$ cat src/rtl/uart_pkg.sv
// Shared types and constants for the oversampling UART receiver.
package uart_pkg;

  // Narrowest data field the receiver accepts.
  localparam int MinDataBits = 5;

  typedef enum logic [2:0] {
    IDLE,
    START,
    DATA,
    PARITY,
    STOP,
    BREAK_WAIT
  } rx_state_e;

  // Frame format captured at start detection and held for the whole frame.
  typedef struct packed {
    logic [3:0] data_bits;
    logic       parity_en;
    logic       parity_even;
    logic       stop2;
  } uart_rx_cfg_t;

  // Keeps a requested data width inside MinDataBits..max_bits so the shift
  // logic never indexes outside the data register.
  function automatic logic [3:0] clamp_data_bits(input logic [3:0] bits,
                                                 input logic [3:0] max_bits);
    logic [3:0] r;
    r = bits;
    if (bits < 4'(MinDataBits)) r = 4'(MinDataBits);
    else if (bits > max_bits)   r = max_bits;
    return r;
  endfunction

endpackage

$ cat src/rtl/uart_baud_tick.sv
// Oversample tick generator: one tick every (i_div + 1) enabled clocks.
module uart_baud_tick #(
  parameter int DivWidth = 16
) (
  input  logic                i_clk,
  input  logic                i_rst_n,
  input  logic                i_en,
  input  logic                i_clr,
  input  logic [DivWidth-1:0] i_div,
  output logic                o_tick
);

  logic [DivWidth-1:0] cnt_q;

  // Compare with >= so that lowering the divisor below the current count
  // wraps at once instead of running through the whole counter range.
  assign o_tick = i_en && (cnt_q >= i_div);

  // Divisor counter: clears on request, wraps after the tick.
  // NOTE: sequential state uses non-blocking assignments so every flop samples
  // pre-edge values, independent of block evaluation order.
  always_ff @(posedge i_clk or negedge i_rst_n) begin
    if (!i_rst_n) begin
      cnt_q <= '0;
    end else if (i_clr) begin
      cnt_q <= '0;
    end else if (i_en) begin
      cnt_q <= o_tick ? '0 : cnt_q + DivWidth'(1);
    end
  end

endmodule

$ cat src/rtl/uart_rx_os.sv
// UART receiver with 16x oversampling, majority vote, parity/stop checking,
// break detection and a valid/ready output with sticky overrun.
module uart_rx_os
  import uart_pkg::*;
#(
  parameter int DataWidthMax = 9,
  parameter int OverSample   = 16,
  parameter int DivWidth     = 16,
  parameter int SyncStages   = 2
) (
  input  logic                    i_clk,
  input  logic                    i_rst_n,
  input  logic                    i_rx,
  input  logic                    i_en,
  input  logic [DivWidth-1:0]     i_cfg_div,
  input  logic [3:0]              i_cfg_data_bits,
  input  logic                    i_cfg_parity_en,
  input  logic                    i_cfg_parity_even,
  input  logic                    i_cfg_stop2,
  input  logic                    i_ready,
  input  logic                    i_clr,
  output logic [DataWidthMax-1:0] o_data,
  output logic                    o_valid,
  output logic                    o_frame_err,
  output logic                    o_parity_err,
  output logic                    o_break,
  output logic                    o_overrun,
  output logic                    o_busy
);

  localparam int OsW = $clog2(OverSample);
  localparam logic [OsW-1:0] SampA  = OsW'(OverSample / 2 - 1);
  localparam logic [OsW-1:0] SampB  = OsW'(OverSample / 2);
  localparam logic [OsW-1:0] SampC  = OsW'(OverSample / 2 + 1);
  localparam logic [OsW-1:0] OsLast = OsW'(OverSample - 1);

  logic [SyncStages-1:0]   sync_q;
  logic                    rx_s;
  rx_state_e               state_q, state_d;
  uart_rx_cfg_t            cfg_q;
  logic [DivWidth-1:0]     div_q, div_eff;
  logic                    tick;
  logic [OsW-1:0]          os_cnt_q;
  logic                    samp_a_q, samp_b_q;
  logic [3:0]              bit_idx_q;
  logic [DataWidthMax-1:0] data_q;
  logic                    par_bit_q, stop_idx_q, ferr_q;

  logic maj, at_sample, last_data, is_break, par_exp;
  logic start_det, shift_en, par_cap, stop_cap, frame_done, break_det;

  // Input synchroniser; flops reset high so the idle line never looks like a start.
  always_ff @(posedge i_clk or negedge i_rst_n) begin
    if (!i_rst_n) sync_q <= '1;
    else          sync_q <= {sync_q[SyncStages-2:0], i_rx};
  end
  assign rx_s = sync_q[SyncStages-1];

  // While idle the live divisor drives the tick; during a frame the latched one.
  assign div_eff = (state_q == IDLE) ? i_cfg_div : div_q;

  uart_baud_tick #(.DivWidth(DivWidth)) u_tick (
    .i_clk   (i_clk),
    .i_rst_n (i_rst_n),
    .i_en    (i_en),
    .i_clr   (!i_en),
    .i_div   (div_eff),
    .o_tick  (tick)
  );

  // Third sample is the live synced input on the deciding tick.
  assign maj       = (samp_a_q & samp_b_q) | (samp_a_q & rx_s) | (samp_b_q & rx_s);
  assign at_sample = tick && (os_cnt_q == SampC);
  assign last_data = (bit_idx_q == cfg_q.data_bits - 4'd1);
  assign par_exp   = (^data_q) ^ ~cfg_q.parity_even;
  // Break is judged on the first stop bit only: all-zero data, zero parity bit.
  assign is_break  = (data_q == '0) && !(cfg_q.parity_en && par_bit_q) && !maj && !stop_idx_q;

  // State register.
  always_ff @(posedge i_clk or negedge i_rst_n) begin
    if (!i_rst_n) state_q <= IDLE;
    else          state_q <= state_d;
  end

  // Next-state logic.
  // NOTE: every combinational output gets a default first so no path leaves it
  // unassigned, which would otherwise infer a latch.
  always_comb begin
    state_d = state_q;
    case (state_q)
      IDLE:       if (tick && !rx_s) state_d = START;
      START:      if (at_sample) state_d = maj ? IDLE : DATA;
      DATA:       if (at_sample && last_data) state_d = cfg_q.parity_en ? PARITY : STOP;
      PARITY:     if (at_sample) state_d = STOP;
      STOP: begin
        if (at_sample) begin
          if (is_break)                       state_d = BREAK_WAIT;
          else if (cfg_q.stop2 && !stop_idx_q) state_d = STOP;
          else                                 state_d = IDLE;
        end
      end
      BREAK_WAIT: if (tick && rx_s) state_d = IDLE;
      default:    state_d = IDLE;
    endcase
    if (!i_en) state_d = IDLE;
  end

  // FSM output strobes steering the datapath.
  always_comb begin
    start_det  = 1'b0;
    shift_en   = 1'b0;
    par_cap    = 1'b0;
    stop_cap   = 1'b0;
    frame_done = 1'b0;
    break_det  = 1'b0;
    case (state_q)
      IDLE:   start_det = tick && !rx_s;
      DATA:   shift_en  = at_sample;
      PARITY: par_cap   = at_sample;
      STOP: begin
        if (at_sample) begin
          stop_cap = 1'b1;
          if (is_break)                         break_det  = 1'b1;
          else if (!cfg_q.stop2 || stop_idx_q) frame_done = 1'b1;
        end
      end
      default: ;
    endcase
  end
  assign o_busy = (state_q != IDLE);

  // Per-frame datapath: config latch, bit-phase counter, shifter, stop tracking.
  always_ff @(posedge i_clk or negedge i_rst_n) begin
    if (!i_rst_n) begin
      cfg_q      <= '0;
      div_q      <= '0;
      os_cnt_q   <= '0;
      bit_idx_q  <= '0;
      data_q     <= '0;
      par_bit_q  <= 1'b0;
      stop_idx_q <= 1'b0;
      ferr_q     <= 1'b0;
    end else if (start_det) begin
      cfg_q.data_bits   <= clamp_data_bits(i_cfg_data_bits, 4'(DataWidthMax));
      cfg_q.parity_en   <= i_cfg_parity_en;
      cfg_q.parity_even <= i_cfg_parity_even;
      cfg_q.stop2       <= i_cfg_stop2;
      div_q             <= i_cfg_div;
      // The detecting tick is tick 0 of the start bit; the next one is tick 1.
      os_cnt_q          <= OsW'(1);
      bit_idx_q         <= '0;
      data_q            <= '0;
      stop_idx_q        <= 1'b0;
      ferr_q            <= 1'b0;
    end else begin
      if (tick && state_q != IDLE)
        os_cnt_q <= (os_cnt_q == OsLast) ? '0 : os_cnt_q + OsW'(1);
      if (shift_en) begin
        for (int i = 0; i < DataWidthMax; i++)
          if (bit_idx_q == 4'(i)) data_q[i] <= maj;
        bit_idx_q <= bit_idx_q + 4'd1;
      end
      if (par_cap) par_bit_q <= maj;
      if (stop_cap) begin
        stop_idx_q <= 1'b1;
        if (!maj) ferr_q <= 1'b1;
      end
    end
  end

  // First two majority samples of the current bit.
  always_ff @(posedge i_clk or negedge i_rst_n) begin
    if (!i_rst_n) begin
      samp_a_q <= 1'b1;
      samp_b_q <= 1'b1;
    end else if (tick) begin
      if (os_cnt_q == SampA) samp_a_q <= rx_s;
      if (os_cnt_q == SampB) samp_b_q <= rx_s;
    end
  end

  // Output word register with valid/ready handshake.
  always_ff @(posedge i_clk or negedge i_rst_n) begin
    if (!i_rst_n) begin
      o_data       <= '0;
      o_valid      <= 1'b0;
      o_frame_err  <= 1'b0;
      o_parity_err <= 1'b0;
    end else if (frame_done && (!o_valid || i_ready)) begin
      o_data       <= data_q;
      o_valid      <= 1'b1;
      o_frame_err  <= ferr_q | !maj;
      o_parity_err <= cfg_q.parity_en && (par_bit_q != par_exp);
    end else if (o_valid && i_ready) begin
      o_valid <= 1'b0;
    end
  end

  // Sticky overrun; a new discard outranks a clear in the same cycle.
  always_ff @(posedge i_clk or negedge i_rst_n) begin
    if (!i_rst_n)                             o_overrun <= 1'b0;
    else if (frame_done && o_valid && !i_ready) o_overrun <= 1'b1;
    else if (i_clr)                           o_overrun <= 1'b0;
  end

  // One-cycle break pulse.
  always_ff @(posedge i_clk or negedge i_rst_n) begin
    if (!i_rst_n) o_break <= 1'b0;
    else          o_break <= break_det;
  end

endmodule
$ cat config.mk
export PLATFORM = sky130hd
export DESIGN_NAME = uart_rx_os
export DESIGN_NICKNAME = d
export VERILOG_FILES = /design/src/rtl/uart_pkg.sv /design/src/rtl/uart_baud_tick.sv /design/src/rtl/uart_rx_os.sv
export SDC_FILE = /design/constraint.sdc
export NUM_CORES = 1
export LEC_CHECK = 0
export ABC_AREA = 1
export CORE_MARGIN = 2
export CORE_UTILIZATION = 57
export DETAILED_ROUTE_END_ITERATION = 16
export PLACE_DENSITY = 0.8
export SLEW_MARGIN = 30
export SYNTH_ARGS = -nofsm -noshare
export SYNTH_HDL_FRONTEND = slang
export SYNTH_SLANG_ARGS = --single-unit
$ cat constraint.sdc
create_clock -name i_clk -period 3.75 [get_ports i_clk]
set_input_delay 0.75 -clock i_clk [delete_from_list [all_inputs] [get_ports i_clk]]
set_output_delay 0.75 -clock i_clk [all_outputs]
set_load 0.05 [all_outputs]
-- After elaboration in Yosys (flattened, before gate mapping)
Cells that the tools add are included.
- bits in registers: 80
- latch bits: 0
- bits in writable memories: 0
- ROM bits: 0
- input bits: 29
- output and inout bits: 15
- logic and storage cells: 184
- memories kept: 0
- add/subtract/negate cells: 4
- multiply operators: 0
- div/mod/pow operators: 0
- order comparisons: 3
- eq/ne operators: 26
- shifts and indexed selects: 0
- multiplexer cells: 54
- bitwise operators: 9
- reductions and logical operators: 58
- operators with widths (kind ; number):
    $mux 16 ; 3
    $mux 1 ; 30
    $mux 3 ; 10
    $mux 4 ; 7
    $reduce_bool 2->1 ; 14
    $reduce_and 2->1 ; 13
    $eq 4x3->1 const B ; 5
    $mux 9 ; 2
    $pmux 3 s6 ; 1
    $add 16x1->16 const B ; 1
    $eq 4x4->1 const B ; 4
    $ge 16x16->1 ; 1
    $logic_and 1x1->1 ; 16
    $ne 3x3->1 const B ; 5
    $logic_not 9->1 ; 1
    $reduce_xor 9->1 ; 1
    $add 4x1->4 const B ; 2
    $eq 4x2->1 const B ; 2
    $logic_not 1->1 ; 7
    $eq 3x2->1 const B ; 2
    $eq 3x3->1 const B ; 2
    $reduce_and 6->1 ; 1
    $eq 4x1->1 const B ; 1
    $eq 4x4->1 ; 1
    16 further kinds ; 22

-- Depth between registers and ports, before layout
- word-level depth: 12
- depth in mapped cells: 23
- mapped depth without buffers: 23

-- Modules after synthesis
From an unflattened synthesis, not the netlist that was laid out.
- cells, all modules: 644
- area, all modules: 4911.0 um^2
- modules (own cells, without submodules) (module ; instances ; cells each ; area an instance (um^2) ; sequential area each (um^2)):
    uart_rx_os ; 1 ; 424 ; 3479.6 ; 1606.5
    uart_baud_tick ; 1 ; 220 ; 1431.4 ; 400.4

-- Worst setup path after synthesis
Ideal clock, no wire load.
- kind: register -> register
- start point: register state_q[0]
- end point: register data_q[8]
- setup time: 113 ps
- arrival time: 2645 ps
- required time: 3637 ps
- path slack: 992 ps
- cell stages (with the launch flop): 23
- path buffers: 2
- clock period less this slack: 2758 ps
- path through: dfrtp_1 -> nor2_1 -> inv_1 -> nor2_2 -> inv_1 -> nand2_1 -> o21ai_0 -> ha_1 -> nand2_1 -> nor2_1 -> nor2_1 -> nand2_1 -> nand2_1 -> nand2_1 -> nand2_2 -> a21boi_4 -> nand3_2 -> buf_6 -> buf_6 -> nand2_2 -> o21ai_1 -> nand2_1 -> inv_1
- word-level cells in the longest chain between the ends: 8
- elaborated cells between the ends (all ways): 13
- classes of those cells: 1 x order compare; 1 x eq/ne; 4 x mux; 7 x reduce/logical
- RTL lines (what ; RTL line ; text):
    start, declared ; uart_rx_os.sv:39 ; rx_state_e state_q, state_d;
    start signal, assigned ; uart_rx_os.sv:82 ; else state_q <= state_d;
    $logic_not 3->1 ; uart_rx_os.sv:60, uart_rx_os.sv:116 ;
    $mux 16 ; uart_rx_os.sv:60 ; assign div_eff = (state_q == IDLE) ? i_cfg_div : div_q;
    $ge 16x16->1 ; uart_baud_tick.sv:17 ; assign o_tick = i_en && (cnt_q >= i_div);
    $logic_and 1x1->1 ; uart_baud_tick.sv:17 ;
    $logic_and 1x1->1 (on tied branches) ; uart_rx_os.sv:117, uart_rx_os.sv:73 ;
    $mux 1 ; uart_rx_os.sv:116 ; case (state_q)
    $reduce_bool 2->1 (no line) ; - ;
    $reduce_and 2->1 (no line) ; - ;
    end signal, assigned by index ; uart_rx_os.sv:160 ; if (bit_idx_q == 4'(i)) data_q[i] <= maj;
    end, declared ; uart_rx_os.sv:46 ; logic [DataWidthMax-1:0] data_q;
Several ways; a longest one is shown, not always the timed one.
A chain may end at the register's enable or synchronous reset.

-- Worst setup path in the final report
- start point: register state_q[0]
- end point: register data_q[5]
Same word-level chain as after synthesis.

==> metrics.md <==
| Metric | Value |
|---|---|
| Status | completed |
| Worst path arrival time | about 3.6 ns |
| Syn avg cell area | 8.04 um^2 |
| Clk_skew | around 0.009 ns |
| Initial antenna violation count | 0 |
| Leading cell types by count after synthesis | nand2_1, inv_1, dfrtp_1, nor2_1, o21ai_0 |
| Router iterations before antenna repair | 5 |
| Root Buffer | clkbuf_8 |
| Min cycle time layout | 3.29 ns |
| Residual DRC | 0 |
| Rows | 32 |
| Final layout net count | 659 |
| Vias in the first global route | about 3500 |
| Setup bufs post-CTS | 0 |
| Via count | 3692 |
| TNS Setup | 0 ns |
| GRT Overall Usage | 0.227 |
| Synth area leader | dfrtp_1 |
| Max VDD drop | 0.000186 V |
| Switching pwr | between 0.4 and 0.5 mW |
| # clock sinks | 80 |
| Layout cells sized above 1 | 0.0710 |
| Avg WL per Cell | between 10 and 15 um |
| Switching share of total power | 0.262 |
| Cells after DPL | 692 |
| H-Tree Level Count | 3 |
| Clock share of power | 0.388 |
| Max Freq | 304 MHz |
| Ant diodes | 0 |
| Seq/Total Area, Yosys | 0.450 |
| First-pass GRT wire length | 15.7 mm |
| Worst setup SP type | flip-flop |
| Avg Vias per Cell | 5.21 |
| Hold Fails Final Rpt | 0 |
| R2R cell count | 21 |
| Final Cycle Share | 0.877 |
| Max-slew violations | 0 |
| Clock Path Buffers | 2 |
| Worst Setup End Kind | flip-flop |
| Worst hold path stage count | 0 |
| Final HPWL DP | 6.50 mm |
| Number of synthesized flops with an enable pin | 0 |
| Cell Area, Synth | 0.00446 mm^2 |
| CP Max Fanout | 34 |
| Synth Instances | 554 |
| Worst-path clk slew | 0.09 ns |
| Largest net degree at the start of global routing | 81 |
| Worst Hold Class | reg2reg |
| IO Port Bufs | 43 |
| Iteration-0 DRC Markers | slightly above 200 |
| Internal Dissipation | 1.16 mW |
| Synth cell types | 37 |
| CP required | 4.01 ns |
| Initial core utilization | 0.583 |
| Routed Antenna Nets | 0 |
| Post-Syn Nets | 612 |
| Largest cells by area after synthesis | dfrtp_1, nand2_1, ha_1, inv_1, o21ai_0 |
| Cell Pwr Density | 305 mW/mm^2 |
| Gate power share | 0.060 |
| Core Util, Final | 0.676 |
| CP max stage cell | dfrtp_1 |
| # hold bufs at CTS | 0 |
| Flops & latches, synth | 80 |
| RSZ-0062 raised after global routing | false |
| Slew @ Worst Pin | 0.732 ns |
| CP peak stage delay | about 0.44 ns |
| Overflow after GRT | 0 |
| Die Area | 0.00854 mm^2 |
| Die extent in y | 92.4 um |
| Count leader, synth | nand2_1 |
| Max Cap Viol | 0 |
| Seq pwr share | 0.552 |
| Final Setup Violations | 0 |
| Main synth FF type | dfrtp_1 |
| Core area | 0.00765 mm^2 |
| CTS tree | built |
| Slew margin rel. | 0.511 |
| CP Class | reg2reg |
| # IOs | 44 |
| Die Span X | 92.4 um |
| Lkg Pwr | 2.54 nW |
| Clk Latency, worst-skew pair | roughly 0.36 ns |
| Share of synthesized registers carrying an async set or reset | 1.00 |
| Yosys Warn Count | 0 |
| Gp weighted congestion | 0.888 |
| Cell mode on critical path | nand2_1 |
| CTS Buf Count | 9 |
| Post-CTS Resized | 0 |
| CP Cell Sequence | nor2_1 > inv_1 > nor2_2 > buf_4 > inv_1 > nand2_1 > o21ai_0 > ha_1 > nand2_1 > nor2_1 > nor2_1 > nand2_1 > nand2_1 > nand2_1 > nand2_2 > nand2_1 > nand3_2 > nor2_2 > nand3_1 > o21ai_1 > inv_1 |
| Area Overhead vs Synth | 16.0% |
| Non-Filler Instances | 708 |
| Routed wire length | a little over 9 mm |
| Yosys top cell area share | 0.427 |
| Total Power | 1.58 mW |
metrics by stage:
step                hold slack (ns)  setup slack [ns]  instance area (um^2)
floorplan                     0.345             0.992                  4460
global placement              0.348             0.442                  4980
detailed placement            0.350             0.380                  4980
CTS                           0.365             0.483                  5170
global route                  0.372             0.110                  5170
finish                        0.365             0.462                  5170
layout by cell type (no fill, tap or decap), drive strengths merged:
master / instances
nand2: 131
inv: 83
dfrtp: 76
o21ai: 71
nor2: 45
clkdlybuf4s50: 42
nand3: 39
ha: 29
a21oi: 17
xnor2: 9
clkbuf: 9
nor3: 9
buf: 8
xor2: 6
o21a: 4
nand4: 4
dfstp: 4
nor3b: 3
o22ai: 3
a31oi: 2
o31ai: 2
clkinvlp: 2
a21boi: 2
nor4: 1
o211ai: 1
a22oi: 1
a211oi: 1
o221ai: 1
clkinv: 1
flip-flops by register name, indices dropped and copies added (netlist names), 2 cells and up:
| signal | count |
|---|---|
| div_q | 16 |
| u_tick.cnt_q | 16 |
| data_q | 9 |
| o_data | 9 |
| cfg_q | 7 |
| bit_idx_q | 4 |
| os_cnt_q | 4 |
| state_q | 3 |
| sync_q | 2 |
logic make-up after synthesis:
kind of cell	share of synthesized area
compound gates	0.130
fa+ha+maj	0.0814
xor+xnor	0.0295
simple gates	0.224
flops	0.450
buf+inv	0.0853
final timing paths:
path	from	end	slack, ns
min reg2reg	sync_q[0]$_DFF_PN1_	sync_q[1]$_DFF_PN1_	0.37
min in group asynchronous	i_rst_n	div_q[5]$_DFFE_PN0N_	0.40
max in group asynchronous	i_rst_n	cfg_q[6]$_DFFE_PN0N_	2.83
min	sync_q[0]$_DFF_PN1_	sync_q[1]$_DFF_PN1_	0.37
max	state_q[0]$_DFFE_PN0P_	data_q[5]$_DFFE_PN0P_	0.46
max reg2reg	state_q[0]$_DFFE_PN0P_	data_q[5]$_DFFE_PN0P_	0.46
critical path, delay by kind of cell (launching register included):
| family | cells | cell delay, ns |
|---|---|---|
| fa+ha+maj | 1 | 0.29 |
| buf+inv | 4 | 0.62 |
| flops | 1 | 0.44 |
| simple gates | 14 | 1.60 |
| compound gates | 2 | 0.25 |
layer usage:
metal  wire length, um  vias to the layer above  track usage
met4               134                        0       0.0771
li1                  -                     1890            -
met2              4120                       88        0.351
met1              4500                     1703        0.332
met5                 0                        -            0
met3               378                       11       0.0309
cell type report:
| cell class | instances | area [um^2] |
|---|---|---|
| Fill cell | 593 | 2480 |
| Multi-Input combinational cell | 381 | 2070 |
| Sequential cell | 80 | 2010 |
| Timing Repair Buffer | 50 | 484 |
| Inverter | 79 | 297 |
| Tap cell | 102 | 128 |
| Clock buffer | 9 | 124 |
| Clock inverter | 7 | 61.3 |
power groups by stage:
stage / Combinational (mW) / Sequential [mW] / Clock [mW]
floorplan: 0.0367 / 0.886 / 0
global placement: 0.0921 / 0.887 / 0
detailed placement: 0.0944 / 0.887 / 0
CTS: 0.0962 / 0.870 / 0.618
global route: 0.108 / 0.871 / 0.654
finish: 0.0944 / 0.870 / 0.611
No activity file was read; power rests on OpenSTA's default activity.
